===== src/rtl/vq_codebook_search.sv =====
// Nearest-codeword search: loads one feature vector serially, sweeps every codeword
// through the codebook ROM, accumulates squared Euclidean distance and reports the
// index/distance of the closest codeword. Ties keep the lower index.
module vq_codebook_search #(
  parameter int unsigned DATA_W  = 14,
  parameter int unsigned DIM     = 13,
  parameter int unsigned CW_NUM  = 16,
  parameter int unsigned ADDR_W  = 8,
  parameter int unsigned ROM_LAT = 0,
  parameter int unsigned DIST_W  = 2 * (DATA_W + 1) + 4
) (
  input  logic              clk,
  input  logic              rst_n,
  input  logic              in_valid,
  output logic              in_ready,
  input  logic [DATA_W-1:0] in_data,
  output logic [ADDR_W-1:0] rom_addr,
  input  logic [DATA_W-1:0] rom_data,
  output logic              out_valid,
  input  logic              out_ready,
  output logic [3:0]        out_idx,
  output logic [DIST_W-1:0] out_dist
);

  typedef enum logic [1:0] {StLoad, StSearch, StDone} state_e;

  localparam int unsigned ProdW = 2 * (DATA_W + 1);

  state_e              state_q, state_d;
  logic                in_ready_q, out_valid_q;
  logic [3:0]          load_cnt_q, cw_q, dim_q;
  logic                issuing_q, cmp_done_q;
  logic [DIST_W-1:0]   acc_q, best_dist_q, out_dist_q;
  logic [3:0]          best_idx_q, out_idx_q;
  logic [DATA_W-1:0]   feat_q [16];

  logic                accept, start, last_issue, iss_vld;
  logic                s_vld;
  logic [3:0]          s_cw, s_dim;
  logic signed [DATA_W:0]  diff;
  logic signed [ProdW-1:0] diff_x, prod;
  logic [DIST_W-1:0]   sq, cand;

  assign accept     = in_valid && in_ready_q && (state_q == StLoad);
  assign start      = accept && (load_cnt_q == 4'(DIM - 1));
  assign last_issue = (cw_q == 4'(CW_NUM - 1)) && (dim_q == 4'(DIM - 1));
  assign iss_vld    = (state_q == StSearch) && issuing_q;

  assign in_ready  = in_ready_q;
  assign out_valid = out_valid_q;
  assign out_idx   = out_idx_q;
  assign out_dist  = out_dist_q;
  assign rom_addr  = ADDR_W'({cw_q, dim_q});

  // Next-state decode for the load/search/done sequence.
  always_comb begin
    state_d = state_q;
    unique case (state_q)
      StLoad:   if (start) state_d = StSearch;
      StSearch: if (cmp_done_q) state_d = StDone;
      StDone:   if (out_ready) state_d = StLoad;
      default:  state_d = StLoad;
    endcase
  end

  // State plus registered handshake flags and the held result.
  always_ff @(posedge clk or negedge rst_n) begin
    if (!rst_n) begin
      state_q     <= StLoad;
      in_ready_q  <= 1'b0;
      out_valid_q <= 1'b0;
      out_idx_q   <= '0;
      out_dist_q  <= '0;
    end else begin
      state_q     <= state_d;
      in_ready_q  <= (state_d == StLoad);
      out_valid_q <= (state_d == StDone);
      if (state_q == StSearch && state_d == StDone) begin
        out_idx_q  <= best_idx_q;
        out_dist_q <= best_dist_q;
      end
    end
  end

  // Load counter and ROM address sweep; the address holds after the last issue.
  always_ff @(posedge clk or negedge rst_n) begin
    if (!rst_n) begin
      load_cnt_q <= '0;
      cw_q       <= '0;
      dim_q      <= '0;
      issuing_q  <= 1'b0;
    end else if (start) begin
      load_cnt_q <= '0;
      cw_q       <= '0;
      dim_q      <= '0;
      issuing_q  <= 1'b1;
    end else begin
      if (accept) load_cnt_q <= load_cnt_q + 4'd1;
      if (iss_vld) begin
        if (last_issue) begin
          issuing_q <= 1'b0;
        end else if (dim_q == 4'(DIM - 1)) begin
          dim_q <= '0;
          cw_q  <= cw_q + 4'd1;
        end else begin
          dim_q <= dim_q + 4'd1;
        end
      end
    end
  end

  // Feature store; stale entries are simply overwritten by the next vector.
  always_ff @(posedge clk) begin
    if (accept) feat_q[load_cnt_q] <= in_data;
  end

  // Tags (valid/cw/dim) delayed to line up with the ROM read data.
  if (ROM_LAT == 0) begin : g_nolat
    assign s_vld = iss_vld;
    assign s_cw  = cw_q;
    assign s_dim = dim_q;
  end else begin : g_lat
    logic [ROM_LAT-1:0] vld_pipe;
    logic [3:0]         cw_pipe  [ROM_LAT];
    logic [3:0]         dim_pipe [ROM_LAT];

    // Tag shift register, ROM_LAT stages deep.
    always_ff @(posedge clk or negedge rst_n) begin
      if (!rst_n) begin
        vld_pipe <= '0;
        for (int i = 0; i < ROM_LAT; i++) begin
          cw_pipe[i]  <= '0;
          dim_pipe[i] <= '0;
        end
      end else begin
        vld_pipe[0] <= iss_vld;
        cw_pipe[0]  <= cw_q;
        dim_pipe[0] <= dim_q;
        for (int i = 1; i < ROM_LAT; i++) begin
          vld_pipe[i] <= vld_pipe[i-1];
          cw_pipe[i]  <= cw_pipe[i-1];
          dim_pipe[i] <= dim_pipe[i-1];
        end
      end
    end

    assign s_vld = vld_pipe[ROM_LAT-1];
    assign s_cw  = cw_pipe[ROM_LAT-1];
    assign s_dim = dim_pipe[ROM_LAT-1];
  end

  // Difference is one bit wider than the operands so it never overflows.
  assign diff   = $signed({feat_q[s_dim][DATA_W-1], feat_q[s_dim]})
                - $signed({rom_data[DATA_W-1], rom_data});
  assign diff_x = {{(DATA_W + 1){diff[DATA_W]}}, diff};
  assign prod   = diff_x * diff_x;
  assign sq     = {{(DIST_W - ProdW){1'b0}}, prod};
  assign cand   = acc_q + sq;

  // Distance accumulation and strict-less-than best tracking.
  always_ff @(posedge clk or negedge rst_n) begin
    if (!rst_n) begin
      acc_q       <= '0;
      best_dist_q <= '1;
      best_idx_q  <= '0;
      cmp_done_q  <= 1'b0;
    end else if (start) begin
      acc_q       <= '0;
      best_dist_q <= '1;
      best_idx_q  <= '0;
      cmp_done_q  <= 1'b0;
    end else if (s_vld) begin
      if (s_dim == 4'(DIM - 1)) begin
        acc_q <= '0;
        if (cand < best_dist_q) begin
          best_dist_q <= cand;
          best_idx_q  <= s_cw;
        end
        if (s_cw == 4'(CW_NUM - 1)) cmp_done_q <= 1'b1;
      end else begin
        acc_q <= cand;
      end
    end
  end

endmodule


===== config.mk =====
export PLATFORM = sky130hd
export DESIGN_NAME = vq_codebook_search
export DESIGN_NICKNAME = d
export VERILOG_FILES = /design/src/rtl/vq_codebook_search.sv
export SDC_FILE = /design/constraint.sdc
export NUM_CORES = 1
export LEC_CHECK = 0
export BUFFER_PORTS_ARGS = -buffer_cell sky130_fd_sc_hd__buf_2
export CORE_UTILIZATION = 64
export DETAILED_ROUTE_END_ITERATION = 7
export HOLD_SLACK_MARGIN = 0.03
export PLACE_DENSITY = 0.82
export SYNTH_ARGS = -nofsm -noshare
export SYNTH_HDL_FRONTEND = slang
export SYNTH_SLANG_ARGS = --single-unit

===== constraint.sdc =====
create_clock -name clk -period 16.2 [get_ports clk]
set_input_delay 2.43 -clock clk [delete_from_list [all_inputs] [get_ports clk]]
set_output_delay 2.43 -clock clk [all_outputs]
set_load 0.02 [all_outputs]

=== After elaboration in Yosys (flattened, before gate mapping) ===
Memories as Yosys holds them, arrays and structs flattened.
Index checks and enable logic that the tools add are counted.

* Flip-flop bits (word level): 128
* Memory bits (writable): 224
* Bits of input ports: 32
* Output and inout bits: 48
* Memories kept: 1

* $add $sub $neg: 5
* $mul: 1
* Order comparisons: 1
* Equality and inequality tests: 7
* Mux-type cells: 34
* Reductions and logical operators: 19

{| class="wikitable"
|+ Memory list
! memory !! words !! width !! read ports !! clocked after memory_dff !! wr ports !! line !! text
|-
| feat_q || 16 || 14 || 1 || 0 || 1 || 35 || <nowiki>logic [DATA_W-1:0] feat_q [16];</nowiki>
|}

{| class="wikitable"
|+ Operator list
! cell !! number
|-
| 2-to-1 mux 34 bit || 7
|-
| 2-to-1 mux 4 bit || 14
|-
| adder 34 x 30 -> 34 bit || 1
|-
| < comparator 34 bit || 1
|-
| multiplier 15 x 15 -> 30 bit || 1
|-
| subtractor 14 x 14 -> 15 bit || 1
|-
| adder 4 x 1 -> 4 bit, second input constant || 3
|-
| == test 4 bit, second input constant || 3
|-
| nonzero test 2 bit || 6
|-
| 2-to-1 mux 1 bit || 9
|-
| AND reduction 3 bit || 3
|-
| logical AND 1 bit || 6
|-
| 2-to-1 mux 2 bit || 3
|-
| one-hot mux 2 bit (3 select lines) || 1
|-
| == test 2 bit, second input constant || 2
|-
| logical NOT 2 bit || 2
|-
| AND reduction 2 bit || 2
|-
| == test 2 x 1 -> 1 bit, second input constant || 1
|-
| != test 2 bit, second input constant || 1
|}

=== Logic depth before layout (Yosys ltp) ===
An unclocked memory read counts as a cell.

* Depth after elaboration: 9
* Gate-level depth with buffers: 56

=== Worst setup path after synthesis ===
No wires, ideal clock.

* Path kind: input port to flip-flop
* From: input port rom_data[0]
* To: register best_idx_q[0]
* Setup time: 0.155 ns
* Arrival time: 12.991 ns
* Required time: 16.045 ns
* Setup slack: 3.053 ns
* Cell stages on the path: 48
* Path buffers: 3
* Cell sequence: ha_1 > inv_1 > fa_1 > nand3_1 > nand2_1 > a31oi_1 > o221ai_1 > nand2_1 > o21ai_1 > inv_1 > buf_1 > nand2_1 > fa_1 > inv_1 > fa_1 > fa_1 > fa_1 > fa_1 > [... 12 more ...] > clkbuf_1 > a21o_1 > a21oi_1 > o21ai_0 > o21ai_0 > a21boi_0 > o21ai_0 > and3_1 > nor2_1 > ha_1 > nand4_1 > or2_2 > o2111ai_1 > a21oi_1 > nor2_2 > buf_2 > mux2i_1 > nor2_1

* Cells in the longest elaborated chain, start to end: 6

{| class="wikitable"
|+ RTL lines
! element !! line !! text
|-
| start, declared || 18 || <nowiki>input logic [DATA_W-1:0] rom_data,</nowiki>
|-
| subtractor 14 x 14 -> 15 bit || 154 || <nowiki>- $signed({rom_data[DATA_W-1], rom_data});</nowiki>
|-
| multiplier 15 x 15 -> 30 bit || 156 || <nowiki>assign prod = diff_x * diff_x;</nowiki>
|-
| adder 34 x 30 -> 34 bit || 158 || <nowiki>assign cand = acc_q + sq;</nowiki>
|-
| < comparator 34 bit || 175 || <nowiki>if (cand < best_dist_q) begin</nowiki>
|-
| nonzero test 2 bit (no source line) || -- ||
|-
| AND reduction 3 bit (no source line) || -- ||
|-
| end signal, assigned || 177 || <nowiki>best_idx_q <= s_cw;</nowiki>
|-
| end, declared || 34 || <nowiki>logic [3:0] best_idx_q, out_idx_q;</nowiki>
|}

Every way passes these cells.
A chain may end at the register's enable or synchronous reset.

=== Worst setup path in the final report ===
* From: register dim_q[0]
* To: register best_idx_q[1]

* Cells in the longest elaborated chain, start to end: 7
* Elaborated cells between the ends (all ways): 9
* Those cells by class: 2 x add/sub; 1 x mul; 1 x order compare; 1 x eq/ne; 3 x reduce/logical; 1 x memory

{| class="wikitable"
|+ RTL lines
! element !! line !! text
|-
| start, declared || 31 || <nowiki>logic [3:0] load_cnt_q, cw_q, dim_q;</nowiki>
|-
| start signal, assigned || 106 || <nowiki>dim_q <= dim_q + 4'd1;</nowiki>
|-
| memory read (16 x 14 bit) || -- ||
|-
| subtractor 14 x 14 -> 15 bit || 154 ||
|-
| multiplier 15 x 15 -> 30 bit || 156 ||
|-
| adder 34 x 30 -> 34 bit || 158 ||
|-
| < comparator 34 bit || 175 ||
|-
| nonzero test 2 bit (no source line) || -- ||
|-
| AND reduction 3 bit (no source line) * || -- ||
|}

Every way passes the cells marked *; elsewhere a longest branch is shown, timed or not.

==> out/results.ini <==
[place]
globalplace.congestion=0.920
dp_hpwl_um=40900
io_buffers=79
place_area_um2=25400

[critical_path]
required_ns=16.57
cp_common_cell=fa_1
cp-start-kind=flip-flop
crit_path_end_kind=flip-flop
worst_path_largest_cell_delay_ns=0.89
critical_path_class=reg2reg
reg2reg_depth=51
critPathTopFamily=adder cells
critical_path.slowest_cell=dfrtp_4
cp_max_fo=39
cp.arrival_ns=15.21
critPathBufInv=7
cp.depth=51

[cells_and_area]
nFillCells=2532
final_util=0.707
area_delta_synth_final_pct=9.10
drive_above_1_share=0.141
nets=2581
final_area_um2=26600
final_common_cell=inv_1
final_cell_mix=inv_1, edfxtp_1, fa_1, ha_1, nand2_1
regArea_um2=9980
diodes=0
multi_input_area_um2=12900

[clocking]
clk_pin_slew_ns=0.06
tritoncts=built
cts-root-buf=clkbuf_16
cts_hold_buf=0
cts_setup_buffers=0
cts_buffers=37
clock-sinks=352
htreeDepth=2
cts_buffer_depth=3
insertion_delay_ns=0.55
cts-resized-gates=0

[route]
wl_per_cell_um=21.5
drt_wl_total_um=58300
antenna_left=0
via_per_inst=6.12
drc=0
num_vias=16600
drtPass1Iterations=6
drt_iter0_markers=1265

[die]
fp-row-count=71
core_um2=37600
die_y_um=197
start_util=0.648
chipWidth_um=197
die_area_um2=38900
num_io_pins=80

[grt]
grt_use_met2=0.536
grt_max_degree=74
grt_pass1_vias=17200
use_met1=0.384
grt_usage=0.311
grt_util_met3=0.0495
antenna_found_initial=0
grt_first_pass_wirelength_um=91700
grt_busiest_layer=met2
overflow=0

[timing]
tns_ns=0
min_period_over_period=0.916
rsz0062_at_grt=no
fmax_ghz=0.0674
skew_ns=0.0297
holdWs_ns=0.476
tightest_slew_ns=1.25
finalCriticalPeriod_ns=14.84
slew_headroom=0.168
setup_viol=0
hold_violations=0
final_max_slew_viol_count=0

[synthesis]
synth.distinct_cells=74
synth_area_per_cell_um2=11.6
yosys_warnings=0
synthArstFlopShare=0.364
synth_ff_type=edfxtp_1
synth_area_um2=24400
synth_edf_count=224
syn-num-nets=2501
synth-seq-cells=352
synthCells=2095
yosysSeqAreaShare=0.409

[hold_path]
min_path_type=reg2reg
min_delay_path_depth=2

[job]
maxCapViolCount=0

[status]
status=finished, final reports clean

## cell usage after synthesis (5+ instances only)
master,n,area share
a211o_1,8,0.0029
a211oi_1,14,0.0043
a21boi_0,5,0.0015
a21o_1,23,0.0071
a21oi_1,80,0.016
a22o_1,33,0.012
a31oi_1,6,0.0015
and3_1,7,0.0018
buf_1,9,0.0014
buf_2,5,0.0010
clkbuf_1,49,0.0075
dfrtp_1,94,0.097
dfstp_2,34,0.037
edfxtp_1,224,0.28
fa_1,195,0.16
ha_1,179,0.092
inv_1,343,0.053
mux2_2,10,0.0046
mux2i_1,7,0.0029
mux4_2,70,0.065
nand2_1,167,0.026
nand2b_1,8,0.0021
nand3_1,26,0.0053
nand4_1,15,0.0039
nor2_1,135,0.021
nor2b_1,9,0.0023
nor3_1,37,0.0076
o211ai_1,21,0.0065
o21a_1,12,0.0037
o21ai_0,112,0.023
xnor2_1,48,0.017
xor2_1,31,0.011
## stage by stage
| stage | std cells | setup WS (ns) |
|---|---|---|
| 2_1_floorplan | 2095 | 3.05 |
| 3_3_place_gp | 2647 | 1.70 |
| 3_5_place_dp | 2647 | 1.36 |
| 4_1_cts | 2710 | 1.50 |
| 5_1_grt | 2710 | 0.515 |
| 6_report | 2710 | 1.36 |
## final timing paths
kind / to / startpoint / slack (ns)
setup / recovery: best_idx_q[1]$_DFFE_PN0P_ / dim_q[0]$_DFFE_PN0P_ / 1.36
hold / removal: out_dist[25]$_DFFE_PN0P_ / out_dist[25]$_DFFE_PN0P_ / 0.48
setup reg to reg: best_idx_q[1]$_DFFE_PN0P_ / dim_q[0]$_DFFE_PN0P_ / 1.36
hold reg to reg: out_dist[25]$_DFFE_PN0P_ / out_dist[25]$_DFFE_PN0P_ / 0.48
max in group asynchronous: out_dist[27]$_DFFE_PN0P_ / rst_n / 12.86
min in group asynchronous: cw_q[0]$_DFFE_PN0P_ / rst_n / 2.05
## area by class of cell
cell class,count,share of cell area
clock buffers,47,0.0378
clock inverters,16,0.00537
inverters,350,0.0494
multi-input cells,1328,0.485
flip-flops and latches,352,0.375
well taps,511,0.0241
repair buffers,106,0.0226
## routing by layer
layer	part of all wire	wire length (um)	vias up
met5	0	0	-
met4	0.048	2800	0
met3	0.067	3940	192
met2	0.51	29900	721
met1	0.37	21700	8326
li1	-	-	7359
## worst register-to-register path, delay by kind of cell (launching register included)
kind,cells,cell delay [ns]
fa+ha+maj,11,4.44
compound gates,16,3.50
simple gates,12,2.35
mux,3,1.41
buf+inv,7,1.10
xor+xnor,2,0.99
flops,1,0.89
## cells by family after synthesis
kind of cell    synth area share
compound gates            0.0942
xor+xnor                  0.0284
fa+ha+maj                  0.252
buf+inv                   0.0645
flops                      0.409
mux                       0.0722
simple gates              0.0792
## registers in the layout, summed over array words and instances, names as in the netlist, 2 cells and up
| signal | cells |
|---|---|
| load_cnt_q | 4 |
| dim_q | 4 |
| best_dist_q | 34 |
| acc_q | 34 |
| feat_q | 224 |
| out_dist | 34 |
| best_idx_q | 4 |
| cw_q | 4 |
| out_idx | 4 |
| state_q | 2 |
Power is not shown: default switching activity piles up to over one toggle a cycle in this logic, so the estimate is an artifact.
